`config.mk`:
```
export PLATFORM = sky130hd
export DESIGN_NAME = sat_counter
export DESIGN_NICKNAME = d
export VERILOG_FILES = /design/src/rtl/sat_counter.sv
export SDC_FILE = /design/constraint.sdc
export NUM_CORES = 1
export LEC_CHECK = 0
export BUFFER_PORTS_ARGS = -buffer_cell sky130_fd_sc_hd__buf_2
export CAP_MARGIN = 20
export CORE_ASPECT_RATIO = 0.5
export CORE_UTILIZATION = 35
export CTS_CLUSTER_SIZE = 24
export DETAILED_ROUTE_END_ITERATION = 6
export HOLD_SLACK_MARGIN = 0.02
export RECOVER_POWER = 25
export SYNTH_ARGS = -nofsm -noshare
export SYNTH_HDL_FRONTEND = slang
export SYNTH_SLANG_ARGS = --single-unit
```
`constraint.sdc`:
```
create_clock -name clock -period 1.91 [get_ports clock]
set_input_delay 0.382 -clock clock [delete_from_list [all_inputs] [get_ports clock]]
set_output_delay 0.382 -clock clock [all_outputs]
set_load 0.01 [all_outputs]
```
`src/rtl/sat_counter.sv`:
```
// Saturating up-counter with synchronous clear; an increment coincident with clear yields 1.
module sat_counter #(
  parameter int width = 16
) (
  input  logic             clock,
  input  logic             reset,
  input  logic             inc,
  input  logic             clr,
  output logic [width-1:0] count
);

  always_ff @(posedge clock or negedge reset) begin
    if (!reset) begin
      count <= '0;
    end else if (clr) begin
      count <= inc ? width'(1) : '0;
    end else if (inc && count != '1) begin
      count <= count + width'(1);
    end
  end

endmodule

```
==> metrics.txt, run 1 <==
average wire per standard cell=13.7 µm; Mapped Nets=107; Clock power frac=42.9%; final worst-path setup slack=0.121 ns; Max Slew Vio Count=0; area occupied by multi-input gates=515 µm²; number of buffers added for setup after CTS=0; reg2reg start=count[0]; critical path peak fanout=6; Reg2Reg Depth=5; vias in the first global route=793; top-count cell post-synth=dfrtp_1; vias per std cell=5.41; internal power=546 µW; worst clock skew=0.00522 ns; first-pass GRT wire length=3730 µm; Placed Cells=160; Least-Margin Pin Slew=0.881 ns; met2 usage=25.7%; CTS H-tree lvls=1; Die ar.=0.00297 mm²; Leak=0.000522 µW; post-synth top area cell=dfrtp_1; Die Y=39.0 µm; die width=76.1 µm; CTS Sinks=16; FILL cells=249; # DRC=0; buffers added on ports=19; nets=135; share of cells above drive strength 1=31.0%; CTS max path bufs=2; register area share after synthesis=41.7%; Top reg by flops=count; Hold Fails Final Rpt=0; initial antenna violation count=0; Combinational Power Share=7.5%; Slew Limit Headroom=41.2%; Netlist Area Pre-Place=960 µm²; #FFs+latches synth=16; FF-to-FF End=count[6]; WP data required=2.04 ns; Synth Flop Type=dfrtp_1; latest clock arrival within the worst-skew pair=0.25 ns; Crit. End Element=flip-flop; largest registers=count (16); total track usage=17.0%; clk root buf=clkbuf_8; max cap viols=0; Seq pwr share=49.6%; sw frac=23.0%; DRT Wirelength=2240 µm; reg-to-reg setup timing slack=0.12 ns; Post-synth ARST share=100%; ANT nets after route=0; Syn-to-layout area delta=24.5%; grt peak-use layer=met2; nature of the critical path startpoint=flip-flop; Mapped Avg Cell Area=9.41 µm²; Final HPWL DP=1680 µm; CP Data Arrival Time=1.92 ns; largest net degree at the start of global routing=22; Synth top area share=41.7%; Ys Warns=0; met1 Track Usage GR=23.8%; met3 GRT Util=5.88%; GRT overflow=0; VDD IR max=279 µV; routed vias=887; Ant. Diodes=0; core area=0.00240 mm²; Switch Pwr=163 µW; CTS tree=yes; Distinct cells, synth=39; CP Class=reg2reg; num rows=12; final setup vio count=0; Post-CTS Resized=0; # IOs=20; dpl ws=0.147 ns; CTS Buf Count=3; sequential cell area=400 µm²; Final period util=93.7%; synthesized instance count=102; pwr dens=594 mW/mm²; Commonest cells post-synth=dfrtp_1 (16), nor2_1 (12), a21oi_1 (6); Peak Freq=0.559 GHz; TNS Setup=0 ns; max reg flops=16; Post-CTS Hold Fix Bufs=0; Hold WC Path Type=in2async; Clk pin slew, worst setup/hold paths=0.07 ns; status=finished, final reports clean; RePlAce Congestion=0.742; fin crit period=1.79 ns; fin cells=164; Post-synth EDFFs=0; largest cells by area after synthesis=dfrtp_1 (42%), nor2_1 (4.7%), mux2_2 (3.5%), a21oi_1 (3.1%), o41ai_1 (2.7%); Initial Util=39.9%; DR pass1 iterations=4; initial DRC count=39; RSZ-0062 raised after global routing=false
layout by cell type (no fill, tap or decap), types with 2 or more instances in the layout:
cell type,instances
o21ai_0,2
inv_1,5
buf_4,9
a21oi_1,6
clkbuf_8,4
nor4_1,3
nor2_1,12
o311ai_0,2
nor3_1,5
mux2_2,3
buf_2,18
or4_1,2
dfrtp_1,16
nand3_1,5
nand2_1,5
a211oi_1,2
o41ai_1,3
nor2b_1,3
nand4_1,4
layer usage:
metal  wire [µm]  part of all wire, %
met1        1270                   56
met2         864                   39
met3         102                  4.6
met4           8                 0.36
met5           0                    0
stage by stage:
step	util [%]	total power (µW)	area, µm²	hold slack, ns
after floorplan	-	386	960	0.0864
after global placement	47.5	411	1140	0.327
after detailed placement	47.5	413	1140	0.329
after CTS	49.8	717	1200	0.0498
final	49.7	710	1190	0.222
after global routing	49.7	744	1190	0.297
power by group through the flow:
stage	sequential, µW	combinational, µW	clock [µW]
after floorplan	360	25.5	0
after global placement	357	54.2	0
after detailed placement	358	54.8	0
after CTS	351	54.9	311
after global routing	352	60.9	331
final	352	53.4	305
area by class of cell:
cell class              count  share of cell area [%]
multi-input cells          76                    43.1
flip-flops and latches     16                    33.5
repair buffers             28                    13.5
clock buffers               4                    4.61
well taps                  35                    3.66
inverters                   5                    1.57
worst max-delay path by stage:
stage             start       end  slack, ns  cells after the start
2_1_floorplan  count[0]  count[6]       0.07                      5
3_3_place_gp   count[0]  count[6]       0.18                      5
3_5_place_dp   count[0]  count[6]       0.15                      5
4_1_cts        count[0]  count[6]       0.12                      5
5_1_grt        count[0]  count[6]       0.04                      5
6_report       count[0]  count[6]       0.12                      5
cells by family after synthesis:
group / after synthesis / synth area share [%]
buf+inv: 10 / 4.56
simple gates: 50 / 31.8
flops: 16 / 41.7
compound gates: 20 / 14.9
fa+ha+maj: 1 / 1.30
mux: 5 / 5.74
critical path, stage by stage, from the launching register on:
cell and delay [ns]:
dfrtp_1 0.42, ha_1 0.19, inv_1 0.06, or4_1 0.55
nand3_1 0.11, mux2_1 0.33
Note: power is estimated with default switching activity, not from simulation.
==> run 2, diff against run 1 <==
--- a/config.mk
+++ b/config.mk
@@ -7,11 +7,11 @@
 export LEC_CHECK = 0
 export BUFFER_PORTS_ARGS = -buffer_cell sky130_fd_sc_hd__buf_2
 export CAP_MARGIN = 20
-export CORE_ASPECT_RATIO = 0.5
-export CORE_UTILIZATION = 35
+export CORE_UTILIZATION = 45
 export CTS_CLUSTER_SIZE = 24
 export DETAILED_ROUTE_END_ITERATION = 6
 export HOLD_SLACK_MARGIN = 0.02
+export PLACE_DENSITY = 0.77
 export RECOVER_POWER = 25
 export SYNTH_ARGS = -nofsm -noshare
 export SYNTH_HDL_FRONTEND = slang
==> run 2 against run 1 <==
Compared with the run above: total power is 18% lower; worst hold slack better by 0.20 ns; largest cell class unchanged; register-to-register slack better by 0.03 ns; global-route usage is 4.6 points higher; highest routed layer unchanged; clock power is 43% lower; sequential share of layout area is 2.1 points higher; critical path type unchanged.
==> metrics.txt, run 2 (synthesized netlist as in run 1, its figures left out) <==
Final period util=92.1% (-1.6 points); initial DRC count=12 (-69%); average wire per standard cell=13.5 µm (-1.3%); max cap viols=0 (unchanged); core area=0.00198 mm² (-17%); largest net degree at the start of global routing=22 (unchanged); pwr dens=516 mW/mm² (-13%); RSZ-0062 raised after global routing=false; Final HPWL DP=1500 µm (-11%); most frequent cells in the layout=buf_2 (18), dfrtp_1 (16), nor2_1 (12), a21oi_1 (6); RePlAce Congestion=0.792 (+6.8%); total track usage=21.6% (+4.6 points); final worst-path setup slack=0.151 ns (+0.0297 ns); Slowest-stage cell, CP=or4_1; most common cell after layout, fill and taps aside=buf_2; Final Util=56.8% (+7.0 points); # IOs=20 (unchanged); latest clock arrival within the worst-skew pair=0.28 ns (+0.03 ns); num rows=16 (+4); Crit. End Element=flip-flop; # DRC=0 (unchanged); die width=48.2 µm (-37%); worst clock skew=0.00499 ns (-0.000231 ns); Clock power frac=30.1% (-13 points); fin crit period=1.76 ns (-0.0297 ns); vias per std cell=5.97 (+10%); dpl ws=0.156 ns (+0.00870 ns); clk root buf=clkbuf_4; CTS tree=yes; share of cells above drive strength 1=27.4% (-3.6 points); GRT overflow=0 (unchanged); Peak Freq=0.568 GHz (+1.7%); Hold WC Path Type=in2reg; CP Class=reg2reg; Seq pwr share=60.2% (+11 points); CTS H-tree lvls=1 (unchanged); final setup vio count=0 (unchanged); Syn-to-layout area delta=17.2%; CTS max path bufs=2 (unchanged); internal power=438 µW (-20%); status=finished, final reports clean; ANT nets after route=0 (unchanged); Clk pin slew, worst setup/hold paths=0.09 ns (+0.02 ns); Initial Util=48.4% (+8.5 points); critical path peak fanout=7 (+1); VDD IR max=465 µV (+67%); sequential cell area=400 µm² (unchanged); CP Data Arrival Time=1.93 ns (about the same); nets=131 (-3.0%); DRT Wirelength=2040 µm (-9.2%); Combinational Power Share=9.6% (+2.1 points); sw frac=24.6% (+1.5 points); DR pass1 iterations=4 (unchanged); WP data required=2.08 ns (+0.04 ns); area occupied by multi-input gates=515 µm² (unchanged); max reg flops=16 (unchanged); first-pass GRT wire length=3480 µm (-6.6%); Die ar.=0.00232 mm² (-22%); Hold Fails Final Rpt=0 (unchanged); number of buffers added for setup after CTS=0 (unchanged); TNS Setup=0 ns (unchanged); CTS Sinks=16 (unchanged); Die Y=48.2 µm (+23%); crit-path leading delay family=simple AND/OR/NAND/NOR gates; Switch Pwr=143 µW (-13%); Top reg by flops=count; Crit path buffers/inverters=0 (-1); Max Slew Vio Count=0 (unchanged); Ant. Diodes=0 (unchanged); largest registers=count (16); vias in the first global route=785 (-1.0%); buffers added on ports=19 (unchanged); nature of the critical path startpoint=flip-flop; Crit path largest cell delay=0.56 ns (about the same); initial antenna violation count=0 (unchanged); Leak=0.000485 µW (-7.0%); Slew Limit Headroom=41.1% (-0.097 points); worst path cell trace=nand4_4, or4_1, nand3_1, mux2_1; FILL cells=194 (-22%); Least-Margin Pin Slew=0.883 ns (+0.00145 ns); CTS Buf Count=3 (unchanged); routed vias=901 (+1.6%)
[run 2: power by group through the flow]
stage	Combinational, µW	Clock [µW]	Sequential [µW]
2_1_floorplan	25.5	0	360
3_3_place_gp	53.9	0	357
4_1_cts	57.1	179	350
3_5_place_dp	55.6	0	357
5_1_grt	64.4	196	351
6_report	55.9	175	350
[run 2: final cells by class]
class                           count  share of cell area [%]
Tap cell                           27                    3.00
Timing Repair Buffer               24                    11.9
Multi-Input combinational cell     76                    45.8
Clock buffer                        3                    2.00
Sequential cell                    16                    35.6
Inverter                            5                    1.67
[run 2: routing by layer]
metal	vias to the layer above	global-route usage, %	part of all wire (%)
met3	2	6.67	5.0
met4	0	5.56	0.64
li1	436	-	-
met2	20	33.3	48
met1	443	29.4	47
met5	-	0	0
[run 2: worst paths after layout]
check                      cells after the start     start  slack (ns)   endpoint
setup / recovery                               4  count[9]        0.15   count[6]
hold / removal                                 3       inc        0.42   count[1]
setup reg to reg                               4  count[9]        0.15   count[6]
hold reg to reg                                1  count[7]        0.51   count[7]
max in group asynchronous                      2     reset        0.65  count[12]
min in group asynchronous                      2     reset        0.72   count[0]
[run 2: worst min-delay path: stages]
cell	delay (ns)
buf_2	0.14
nand3b_1	0.09
a21oi_1	0.06
[run 2: stage by stage]
step	area [µm²]	std cells	power (µW)	hold WS [ns]
global placement	1090	147	410	0.317
floorplan	960	102	386	0.0864
finish	1120	151	581	0.421
global route	1120	151	612	0.435
CTS	1130	151	586	0.422
detailed placement	1090	147	412	0.320
[run 2: timing repair]
item	in CTS	in global routing
gates resized for setup	0	0
hold buffers	1	0
endpoints found under the hold margin	16	0
==> run 3, diff against run 2 <==
==> config.mk (replaced) <==
export PLATFORM = sky130hd
export DESIGN_NAME = sat_counter
export DESIGN_NICKNAME = d
export VERILOG_FILES = /design/src/rtl/sat_counter.sv
export SDC_FILE = /design/constraint.sdc
export NUM_CORES = 1
export LEC_CHECK = 0
export CAP_MARGIN = 20
export CORE_UTILIZATION = 38
export CTS_CLUSTER_DIAMETER = 30
export CTS_CLUSTER_SIZE = 24
export DETAILED_ROUTE_END_ITERATION = 6
export DONT_BUFFER_PORTS = 1
export HOLD_SLACK_MARGIN = 0.02
export PLACE_DENSITY = 0.61
export RECOVER_POWER = 25
export SYNTH_ARGS = -nofsm -noshare
export SYNTH_HDL_FRONTEND = slang
export SYNTH_SLANG_ARGS = --single-unit
==> run 3 against run 2 <==
Compared with the run above: clock power about the same; cell count decreased by 6.0%; combinational power decreased by 13%; die area increased by 18%; highest routed layer unchanged; non-clock buffer count decreased by 10; worst hold slack got worse by 0.27 ns; fmax increased by 4.5%; global-route usage decreased by 3.2 points.
==> metrics.txt, run 3 (synthesized netlist as in run 1, its figures left out) <==
status=finished, final reports clean; most common cell after layout, fill and taps aside=dfrtp_1; die width=52.3 µm (+8.5%); Hold Crit Start=clr; Slowest-stage cell, CP=or4_1; Final Util=47.9% (-8.9 points); initial antenna violation count=0 (unchanged); CTS Buf Count=3 (unchanged); vias in the first global route=894 (+14%); routed vias=842 (-6.5%); first-pass GRT wire length=3680 µm (+5.7%); RSZ-0062 raised after global routing=false; CTS tree=yes; ANT nets after route=0 (unchanged); metal2 WL=990 µm (+2.0%); Hold Fails Final Rpt=0 (unchanged); Least-Margin Pin Slew=0.724 ns (-0.158 ns); critical path depth=5 (+1); Top reg by flops=count; core area=0.00230 mm² (+16%); VDD IR max=329 µV (-29%); total track usage=18.4% (-3.2 points); Area after DPL=0.00107 mm² (-2.4%); max cap viols=0 (unchanged); CTS H-tree lvls=1 (unchanged); Initial Util=41.8% (-6.6 points); GRT overflow=0 (unchanged); crit-path leading delay family=simple AND/OR/NAND/NOR gates; Reg2Reg Depth=5 (+1); reg2reg start=count[0]; Final HPWL DP=1600 µm (+7.0%); FILL cells=232 (+20%); RePlAce Congestion=0.805 (+1.6%); Crit. Startpoint=count[0]; latest clock arrival within the worst-skew pair=0.28 ns (about the same); # DRC=0 (unchanged); top sig layer=met4; Max Slew Vio Count=0 (unchanged); max reg flops=16 (unchanged); final setup vio count=0 (unchanged); Critical Path End=count[11]; CTS Sinks=16 (unchanged); Hold WC Path Type=in2reg; average wire per standard cell=15.0 µm (+12%); Hold WS=0.155 ns (-0.265 ns); WL met3=131 µm (+30%); nature of the critical path startpoint=flip-flop; CP Class=reg2reg; Ant. Diodes=0 (unchanged); DR pass1 iterations=4 (unchanged); Die Y=52.3 µm (+8.5%); Peak Freq=0.594 GHz (+4.5%); CP Data Arrival Time=1.89 ns (-0.04 ns); CTS max path bufs=2 (unchanged); Leak=0.000438 µW (-9.8%); worst path cell trace=buf_4, nand3_1, or2_0, or4_1, a21oi_1; number of buffers added for setup after CTS=0 (unchanged); Final period util=88.2% (-3.9 points); largest net degree at the start of global routing=22 (unchanged); initial DRC count=18 (+6); cell area after layout=0.00110 mm² (-2.2%); Clk pin slew, worst setup/hold paths=0.09 ns (about the same); most frequent cells in the layout=dfrtp_1 (16), buf_4 (13), nor2_1 (12), a21oi_1 (6); Die ar.=0.00273 mm² (+18%); share of cells above drive strength 1=21.9% (-5.5 points); vias per std cell=5.93 (-0.63%); largest registers=count (16); Slew Limit Headroom=51.5% (+10 points); Metal-1 WL=999 µm (+5.4%); # IOs=20 (unchanged); critical path peak fanout=7 (unchanged); num rows=17 (+1); Syn-to-layout area delta=14.6%; clk root buf=clkbuf_4; Crit. End Element=flip-flop; TNS Setup=0 ns (unchanged); FF-to-FF End=count[11]; worst clock skew=0.00112 ns (-0.00387 ns); DRT Wirelength=2140 µm (+4.9%); buffers added on ports=0 (-19); fin crit period=1.68 ns (-0.0753 ns); Crit path buffers/inverters=1 (+1); Crit path largest cell delay=0.43 ns (-0.13 ns); reg-to-reg setup timing slack=0.23 ns (+0.08 ns); nets=121 (-7.6%); pwr dens=518 mW/mm² (+0.29%); WP data required=2.12 ns (+0.04 ns)
[run 3: cell types whose count changed in the layout (fill, tap and decap cells not counted), sizes merged]
cell    before  now
buf         22   13
clkbuf       4    3
[run 3: area by class of cell]
type | count | area [µm²] | share of cell area [%]
multi-input cells | 76 | 515 | 46.9
flip-flops and latches | 16 | 400 | 36.4
repair buffers | 14 | 108 | 9.78
well taps | 28 | 35.0 | 3.19
clock buffers | 3 | 22.5 | 2.05
inverters | 5 | 18.8 | 1.71
[run 3: layer usage]
layer / global-route usage (%) / up-vias
met5: 0 / -
met4: 4.39 / 0
met3: 6.96 / 2
met2: 30.3 / 25
met1: 22.6 / 400
li1: - / 415
[run 3: how the worst min path moves through the flow]
stage	to	slack (ns)	cells after the start
after floorplan	count[0]	0.09	0
after global placement	count[7]	0.09	0
after detailed placement	count[0]	0.09	0
after CTS	count[9]	0.14	1
after global routing	count[9]	0.13	1
final	count[13]	0.16	1
[run 3: timing repair]
item | in CTS | in global routing
resized for setup | 0 | 0
hold buffers | 1 | 0
hold endpoints to repair | 16 | 0
[run 3: through the flow]
stage               worst slack, ns  power [µW]  cells
global placement              0.269         394    138
detailed placement            0.240         395    138
floorplan                    0.0698         386    102
CTS                           0.221         584    142
finish                        0.226         569    142
global route                 0.0709         603    142
[run 3: where the power goes]
| part | switching, µW | internal [µW] |
|---|---|---|
| Sequential | 3.69 | 344 |
| Combinational | 29.2 | 19.4 |
| Clock | 99.9 | 73.2 |
